[config.mk]
export PLATFORM = sky130hd
export DESIGN_NAME = mem_arbiter
export DESIGN_NICKNAME = d
export VERILOG_FILES = /design/src/rtl/mem_arbiter.sv
export SDC_FILE = /design/constraint.sdc
export NUM_CORES = 1
export LEC_CHECK = 0
export ABC_AREA = 1
export CAP_MARGIN = 15
export CORE_ASPECT_RATIO = 0.9
export CORE_MARGIN = 2
export CORE_UTILIZATION = 34
export CTS_CLUSTER_DIAMETER = 30
export CTS_CLUSTER_SIZE = 10
export DETAILED_ROUTE_END_ITERATION = 10
export GPL_TIMING_DRIVEN = 0
export PLACE_DENSITY_LB_ADDON = 0.3
export REMOVE_ABC_BUFFERS = 1
export SLEW_MARGIN = 20
export SYNTH_ARGS = -nofsm -noshare
export SYNTH_HDL_FRONTEND = slang
export SYNTH_SLANG_ARGS = --single-unit
export TNS_END_PERCENT = 1
[constraint.sdc]
create_clock -name clk -period 1.9 [get_ports clk]
set_clock_uncertainty 0.05 [all_clocks]
set_input_delay 0.285 -clock clk [delete_from_list [all_inputs] [get_ports clk]]
set_output_delay 0.285 -clock clk [all_outputs]
set_load 0.005 [all_outputs]
[src/rtl/mem_arbiter.sv]
// ---------------------------------------------------------------------------
// mem_arbiter: shares one single-port RAM among bootloader, fetch and data ports
// Revision: 1.0
// ---------------------------------------------------------------------------
`default_nettype none

module mem_arbiter #(
  parameter int AW = 10,
  parameter int DW = 16
) (
  input  logic          clk,
  input  logic          rst_n,
  input  logic          booting,
  input  logic          boot_we,
  input  logic [AW-1:0] boot_addr,
  input  logic [DW-1:0] boot_wdata,
  input  logic          if_req,
  input  logic [AW-1:0] if_addr,
  output logic          if_gnt,
  output logic          if_rvalid,
  output logic [DW-1:0] if_rdata,
  input  logic          d_req,
  input  logic          d_we,
  input  logic [AW-1:0] d_addr,
  input  logic [DW-1:0] d_wdata,
  output logic          d_gnt,
  output logic          d_rvalid,
  output logic [DW-1:0] d_rdata,
  output logic [AW-1:0] ram_addr,
  output logic          ram_we,
  output logic [DW-1:0] ram_wdata,
  input  logic [DW-1:0] ram_rdata,
  output logic [15:0]   conflicts
);

  typedef enum logic {
    ST_BOOT = 1'b0,
    ST_RUN  = 1'b1
  } state_t;

  state_t        state_q, state_d;
  logic          last_d_q, last_d_d;   // 1: data port was granted most recently
  logic          if_rvalid_q, if_rvalid_d;
  logic          d_rvalid_q, d_rvalid_d;
  logic [15:0]   conflicts_q, conflicts_d;
  logic [AW-1:0] addr_q, addr_d;

  always_ff @(posedge clk or negedge rst_n) begin
    if (!rst_n) begin
      state_q     <= ST_BOOT;
      last_d_q    <= 1'b1;
      if_rvalid_q <= 1'b0;
      d_rvalid_q  <= 1'b0;
      conflicts_q <= 16'd0;
      addr_q      <= '0;
    end else begin
      state_q     <= state_d;
      last_d_q    <= last_d_d;
      if_rvalid_q <= if_rvalid_d;
      d_rvalid_q  <= d_rvalid_d;
      conflicts_q <= conflicts_d;
      addr_q      <= addr_d;
    end
  end

  always_comb begin
    state_d     = booting ? ST_BOOT : ST_RUN;
    last_d_d    = last_d_q;
    if_rvalid_d = 1'b0;
    d_rvalid_d  = 1'b0;
    conflicts_d = conflicts_q;
    if_gnt      = 1'b0;
    d_gnt       = 1'b0;
    ram_we      = 1'b0;
    ram_addr    = addr_q;
    ram_wdata   = d_wdata;

    if (state_q == ST_BOOT) begin
      ram_addr  = boot_addr;
      ram_we    = boot_we;
      ram_wdata = boot_wdata;
    end else begin
      // On contention the port that lost last time wins now.
      if (if_req && (!d_req || last_d_q)) begin
        if_gnt = 1'b1;
      end else if (d_req) begin
        d_gnt = 1'b1;
      end

      if (if_gnt) begin
        ram_addr    = if_addr;
        last_d_d    = 1'b0;
        if_rvalid_d = 1'b1;
      end else if (d_gnt) begin
        ram_addr   = d_addr;
        ram_we     = d_we;
        last_d_d   = 1'b1;
        d_rvalid_d = ~d_we;
      end

      if (if_req && d_req && (conflicts_q != 16'hFFFF)) begin
        conflicts_d = conflicts_q + 16'd1;
      end
    end

    addr_d = ram_addr;
  end

  assign if_rvalid = if_rvalid_q;
  assign d_rvalid  = d_rvalid_q;
  assign if_rdata  = ram_rdata;
  assign d_rdata   = ram_rdata;
  assign conflicts = conflicts_q;

endmodule

`default_nettype wire

==> out/results.txt, run 1 <==
Setup ws final - -0.00578 ns
Finished Cell Area - 3350 sq um
1st-pass router iterations - 4
Routed vias - 2299
Worst skew pair latency - 0.29 ns
Total congestion overflow - 0
Initial antenna violation count - 0
Setup CP Type - reg -> out
Tightest Hold Check Type - in -> async
CTS tree - done
Setup violators final - 2
Top Family by Delay on Critical Path - flip-flops
Initial Util - 35.4%
Worst hold slack - -0.0150 ns
Max Cap Viol - 0
DRT iter0 DRCs - 53
RSZ-0062 raised after global routing - true
Max Fclk - 525 MHz
Share of layout cells above drive strength 1 - 14.7%
WP data required - 1.56 ns
Yosys reg bits - 30
Post-placement cell count - 479
CP Launch Type - flip-flop
Pin count of the biggest net entering global routing - 31
Register area share after synthesis - 34.5%
Leading cell type in the layout, fill and taps excluded - nand2_1
Worst r2r path cells - 8
Outcome - finished, violations left
Boundary Pins - 164
Final period util - 100%
Syn. warnings - 0
Post-DP Area - 3130 sq um
Clk root buf - clkbuf_8
Die height - 79.9 um
Avg Inst Size Synth - 6.83 sq um
Final HPWL DP - 5040 um
CP Capture Type - output port
DR WL/cell - 13.7 um
GPL Wtd Cong - 0.787
Fin cells - 502
I/O Buffers - 115
Worst Path Buf+Inv - 2
Relative slew slack - 54.3%
Nets - 499
CTS max path bufs - 2
Pins Over Slew Limit - 0
Clock Pin Slew Worst Setup and Hold Paths - 0.07 ns
Die Width - 88.4 um
FP Rows - 27
Worst path arrival time - 1.57 ns
Syn Inst Count - 319
FF-to-FF setup slack - 0.20 ns
Dpl ws - -1.80 ns
Vias per cell - 4.58
Pwr/cell area - 666 nW/um^2
Most frequent cells in the layout - nand2_1 (139), clkdlybuf4s50_1 (83), nor2_1 (30), dfrtp_1 (28), dlygate4sd2_1 (20)
# DRC - 0
Crit-path cells - o21ai_4 > buf_6 > o211ai_1 > nand2_1 > dlygate4sd2_1
Hold buffers post-CTS - 0
Reg-to-reg startpoint - conflicts[0]
First-pass GRT wire length - 11200 um
CTS H-tree depth - 2
Failing checks - negative hold slack, negative setup slack
Maximum vdd drop - 0.239 mV
Fin. Hold Viols - 29
Post-route setup TNS - -0.00937 ns
Vias in the first global route - 2329
Worst slew pin tran - 0.686 ns
Lkg Pwr - 1.58 nW
CTS Buf Count - 5
Min Tclk post-route - 1.91 ns
CTS sink cnt - 30
Core footprint - 6150 sq um
GRT Resource Usage Total - 20.5%
Post-DRT Antenna Nets - 0
CP Max Fanout - 6
Reg2reg end - conflicts[8]
Mapped cell area - 2180 sq um
Routed WL - 6870 um
CP max-delay cell - dfstp_2
Die area - 7060 sq um
CP peak stage delay - 0.55 ns
Area grow syn2layout - 53.9%
Post-synth cell types - 30
## how the worst max path moves through the flow
stage / startpoint / end / slack, ns / depth (start not counted)
2_1_floorplan: state_q / ram_we / 0.08 / 2
3_3_place_gp: d_req / ram_addr[8] / -1.80 / 9
3_5_place_dp: d_req / ram_addr[6] / -1.80 / 9
4_1_cts: last_d_q / ram_addr[1] / -0.04 / 5
5_1_grt: last_d_q / ram_addr[6] / -0.09 / 7
6_report: last_d_q / ram_addr[2] / -0.006 / 5
## per-stage QoR
step	util, %	total power [mW]
after floorplan	-	1.15
after global placement	51.0	1.60
after detailed placement	50.9	1.61
after CTS	54.2	2.23
after global routing	54.5	2.37
final	54.5	2.23
## state kept, by name, summed over array words and instances, names as in the netlist
register,flops
state_q,1
if_rvalid,1
addr_q,10
d_rvalid,1
conflicts,16
last_d_q,1
## power breakdown
part           internal (mW)  total [mW]  switching, mW  leakage [nW]
sequential             0.733       0.854          0.121         0.372
clock                  0.366       0.617          0.252        0.0575
combinational          0.444       0.762          0.318          1.15
## cells by family after synthesis
group | count (synthesis) | share of synthesized area (%)
adder cells (fa/ha/maj) | 1 | 0.574
AO/OA/AOI/OAI | 24 | 7.41
AND/OR/NAND/NOR | 196 | 37.2
XOR/XNOR | 8 | 3.22
buffers and inverters | 60 | 17.1
flip-flops | 30 | 34.5
## per-layer routing
layer  global-route usage [%]  wire (um)
met1                     23.9       2760
met2                     31.2       3170
met3                     12.2        861
met4                     5.45         74
met5                     5.79          0
## synth_stat cells
cell type / number / area (sq um)
nor2_2: 1 / 6.26
nand4_1: 6 / 37.5
nand2_1: 140 / 526
inv_1: 16 / 60.1
nor2_1: 30 / 113
buf_6: 1 / 11.3
xor2_1: 4 / 35.0
nor3_1: 1 / 5.00
buf_12: 1 / 20.0
nand2_2: 3 / 18.8
or2_2: 5 / 31.3
nand2_4: 2 / 22.5
o211ai_1: 12 / 90.1
buf_1: 1 / 3.75
o21ai_2: 1 / 8.76
xnor2_1: 4 / 35.0
clkbuf_1: 5 / 18.8
nand3_1: 6 / 30.0
a22o_1: 1 / 8.76
ha_1: 1 / 12.5
dfstp_2: 1 / 26.3
inv_2: 2 / 7.51
dfrtp_1: 29 / 726
a31oi_1: 3 / 18.8
nand3_2: 1 / 10.0
o21ai_1: 1 / 5.00
buf_4: 32 / 240
buf_2: 2 / 10.0
o21ai_0: 6 / 30.0
nor2_4: 1 / 11.3
## layout make-up
| cell class | instances | area (sq um) |
|---|---|---|
| Antenna cell | 1 | 2.50 |
| Clock buffer | 8 | 110 |
| Fill cell | 619 | 2800 |
| Inverter | 18 | 75.1 |
| Multi-Input combinational cell | 229 | 1100 |
| Sequential cell | 30 | 756 |
| Tap cell | 87 | 109 |
| Timing Repair Buffer | 128 | 1190 |
| Timing Repair inverter | 1 | 7.51 |
## timing repair
action / 4_1_cts / 5_1_grt
pin swaps: 2 / 7
setup buffers: 9 / 3
setup endpoints to repair: 57 / 15
gates cloned: 1 / 1
gates resized for setup: 67 / 10
(Power assumes the default switching activity.)
==> inputs of run 2 (changes only) <==
Settings changed: TNS_END_PERCENT 1 to not set.
==> run 2 against run 1 <==
Against the previous run: the run still ends with negative hold slack, negative setup slack left; design area grew 8.4%; clock-buffer cell count unchanged; register-to-register slack got worse by 0.12 ns; core utilization increased by 4.6 points; largest power group is now combinational logic.
==> out/results.txt, run 2 (synthesis gave the netlist of run 1 again) <==
Failing checks - negative hold slack, negative setup slack
Setup violators final - 1
Die area - 7060 sq um
GRT Resource Usage Total - 21.2%
Vias per cell - 4.62
RSZ-0062 raised after global routing - true
CP max-delay cell - dfstp_2
Worst hold slack - -0.0129 ns
Max Cap Viol - 0
Die height - 79.9 um
Worst skew pair latency - 0.29 ns
Multi-input logic area - 1150 sq um
CTS max path bufs - 2
Max Fclk - 524 MHz
# DRC - 0
Share of layout cells above drive strength 1 - 23.2%
Min Tclk post-route - 1.91 ns
Reg-to-reg startpoint - state_q
Worst path arrival time - 1.57 ns
Top Family by Delay on Critical Path - flip-flops
Maximum vdd drop - 0.242 mV
CP Max Fanout - 6
Pwr/cell area - 641 nW/um^2
Core footprint - 6150 sq um
Pin count of the biggest net entering global routing - 31
FF/Latch Area - 756 sq um
Outcome - finished, violations left
Setup ws final - -0.00830 ns
Fin. Hold Viols - 29
Hold buffers post-CTS - 0
Initial antenna violation count - 0
WP data required - 1.56 ns
CP Capture Type - output port
Clock Pin Slew Worst Setup and Hold Paths - 0.06 ns
Vias in the first global route - 2425
Final HPWL DP - 5040 um
CP peak stage delay - 0.56 ns
Die Width - 88.4 um
Total power - 2.33 mW
Worst Path Buf+Inv - 3
Fillers - 569
1st-pass router iterations - 5
CTS H-tree depth - 2
Setup CP Type - reg -> out
Max FFs per register - 16
FP Rows - 27
CTS tree - done
Most frequent cells in the layout - nand2_1 (132), clkdlybuf4s50_1 (84), nor2_1 (30), dfrtp_1 (28), buf_4 (28)
Tightest Hold Check Type - in -> async
Nets - 525
Clk root buf - clkbuf_8
DR WL/cell - 14.0 um
Worst slew pin tran - 0.692 ns
Total congestion overflow - 0
Relative slew slack - 53.9%
Post-DRT Antenna Nets - 0
Routed vias - 2441
Initial Util - 35.4%
Leading cell type in the layout, fill and taps excluded - nand2_1
Boundary Pins - 164
Lkg Pwr - 1.77 nW
CP Launch Point - last_d_q
I/O Buffers - 115
GPL Wtd Cong - 0.787
Crit-path cells - o21ai_4 > buf_6 > buf_6 > o21ai_4 > o211ai_1 > nand2_1 > buf_2
CTS sink cnt - 30
Final period util - 100%
First-pass GRT wire length - 11500 um
DRT iter0 DRCs - 62
Area grow syn2layout - 66.7%
Routed WL - 7370 um
Pins Over Slew Limit - 0
CP Launch Type - flip-flop
CTS Buf Count - 5
run 2: cell count changes in the layout (fill, tap and decap cells not counted), moves of 4 or more:
cell,delta
nand2_2,+4
clkbuf_2,+4
nand2_1,-7
buf_4,+18
dlymetal6s2s_1,+4
dlygate4sd2_1,-10
buf_6,+6
run 2: layout make-up:
cell class	instances	share of cell area, %
Clock buffer	8	3.03
Timing Repair Buffer	153	38.8
Timing Repair inverter	2	0.413
Antenna cell	1	0.0689
Multi-Input combinational cell	229	31.8
Tap cell	87	3.00
Inverter	18	2.07
Sequential cell	30	20.8
run 2: per-stage QoR:
step / setup WS (ns) / TNS [ns] / instance area [sq um] / cells / util (%)
global placement: -1.80 / -50.44 / 3130 / 479 / 51.0
CTS: -0.0725 / -0.205 / 3500 / 519 / 57.0
finish: -0.00830 / -0.00830 / 3630 / 528 / 59.1
global route: -0.0639 / -0.249 / 3630 / 527 / 59.0
detailed placement: -1.80 / -48.49 / 3130 / 479 / 50.9
floorplan: 0.0766 / 0 / 1870 / 277 / -
run 2: path summary, 6_finish.rpt:
path / slack, ns / cells past startpoint / endpoint
max in group asynchronous: 1.30 / 1 / state_q
hold reg to reg: 0.48 / 2 / last_d_q
min in group clk: 0.36 / 5 / last_d_q
setup / recovery: -0.008 / 7 / ram_addr[0]
setup reg to reg: 0.08 / 11 / addr_q[2]
hold / removal: -0.01 / 1 / conflicts[2]
run 2: timing repair:
item,CTS,global route
buffers inserted,29,10
gates cloned,3,0
pin swaps,7,14
resized for setup,77,40
endpoints found under the hold margin,0,0
setup endpoints to repair,57,25
run 2: power by group:
part | internal [mW] | switching, mW | total [mW]
logic | 0.509 | 0.351 | 0.860
clock network | 0.365 | 0.249 | 0.614
registers | 0.733 | 0.121 | 0.854
run 2: routing by layer:
metal  up-vias  global-route usage [%]  wire, um
met3         9                    12.1       879
met1      1104                    24.8      2880
met5         -                    5.79        17
met2       121                    32.8      3520
li1       1205                       -         -
met4         2                    5.45        79
==> inputs of run 3 (changes only) <==
Settings changed: CTS_CLUSTER_DIAMETER 30 to not set.
==> results of run 3 <==
The final DEF is identical to that of run 2; final timing and power are the same.
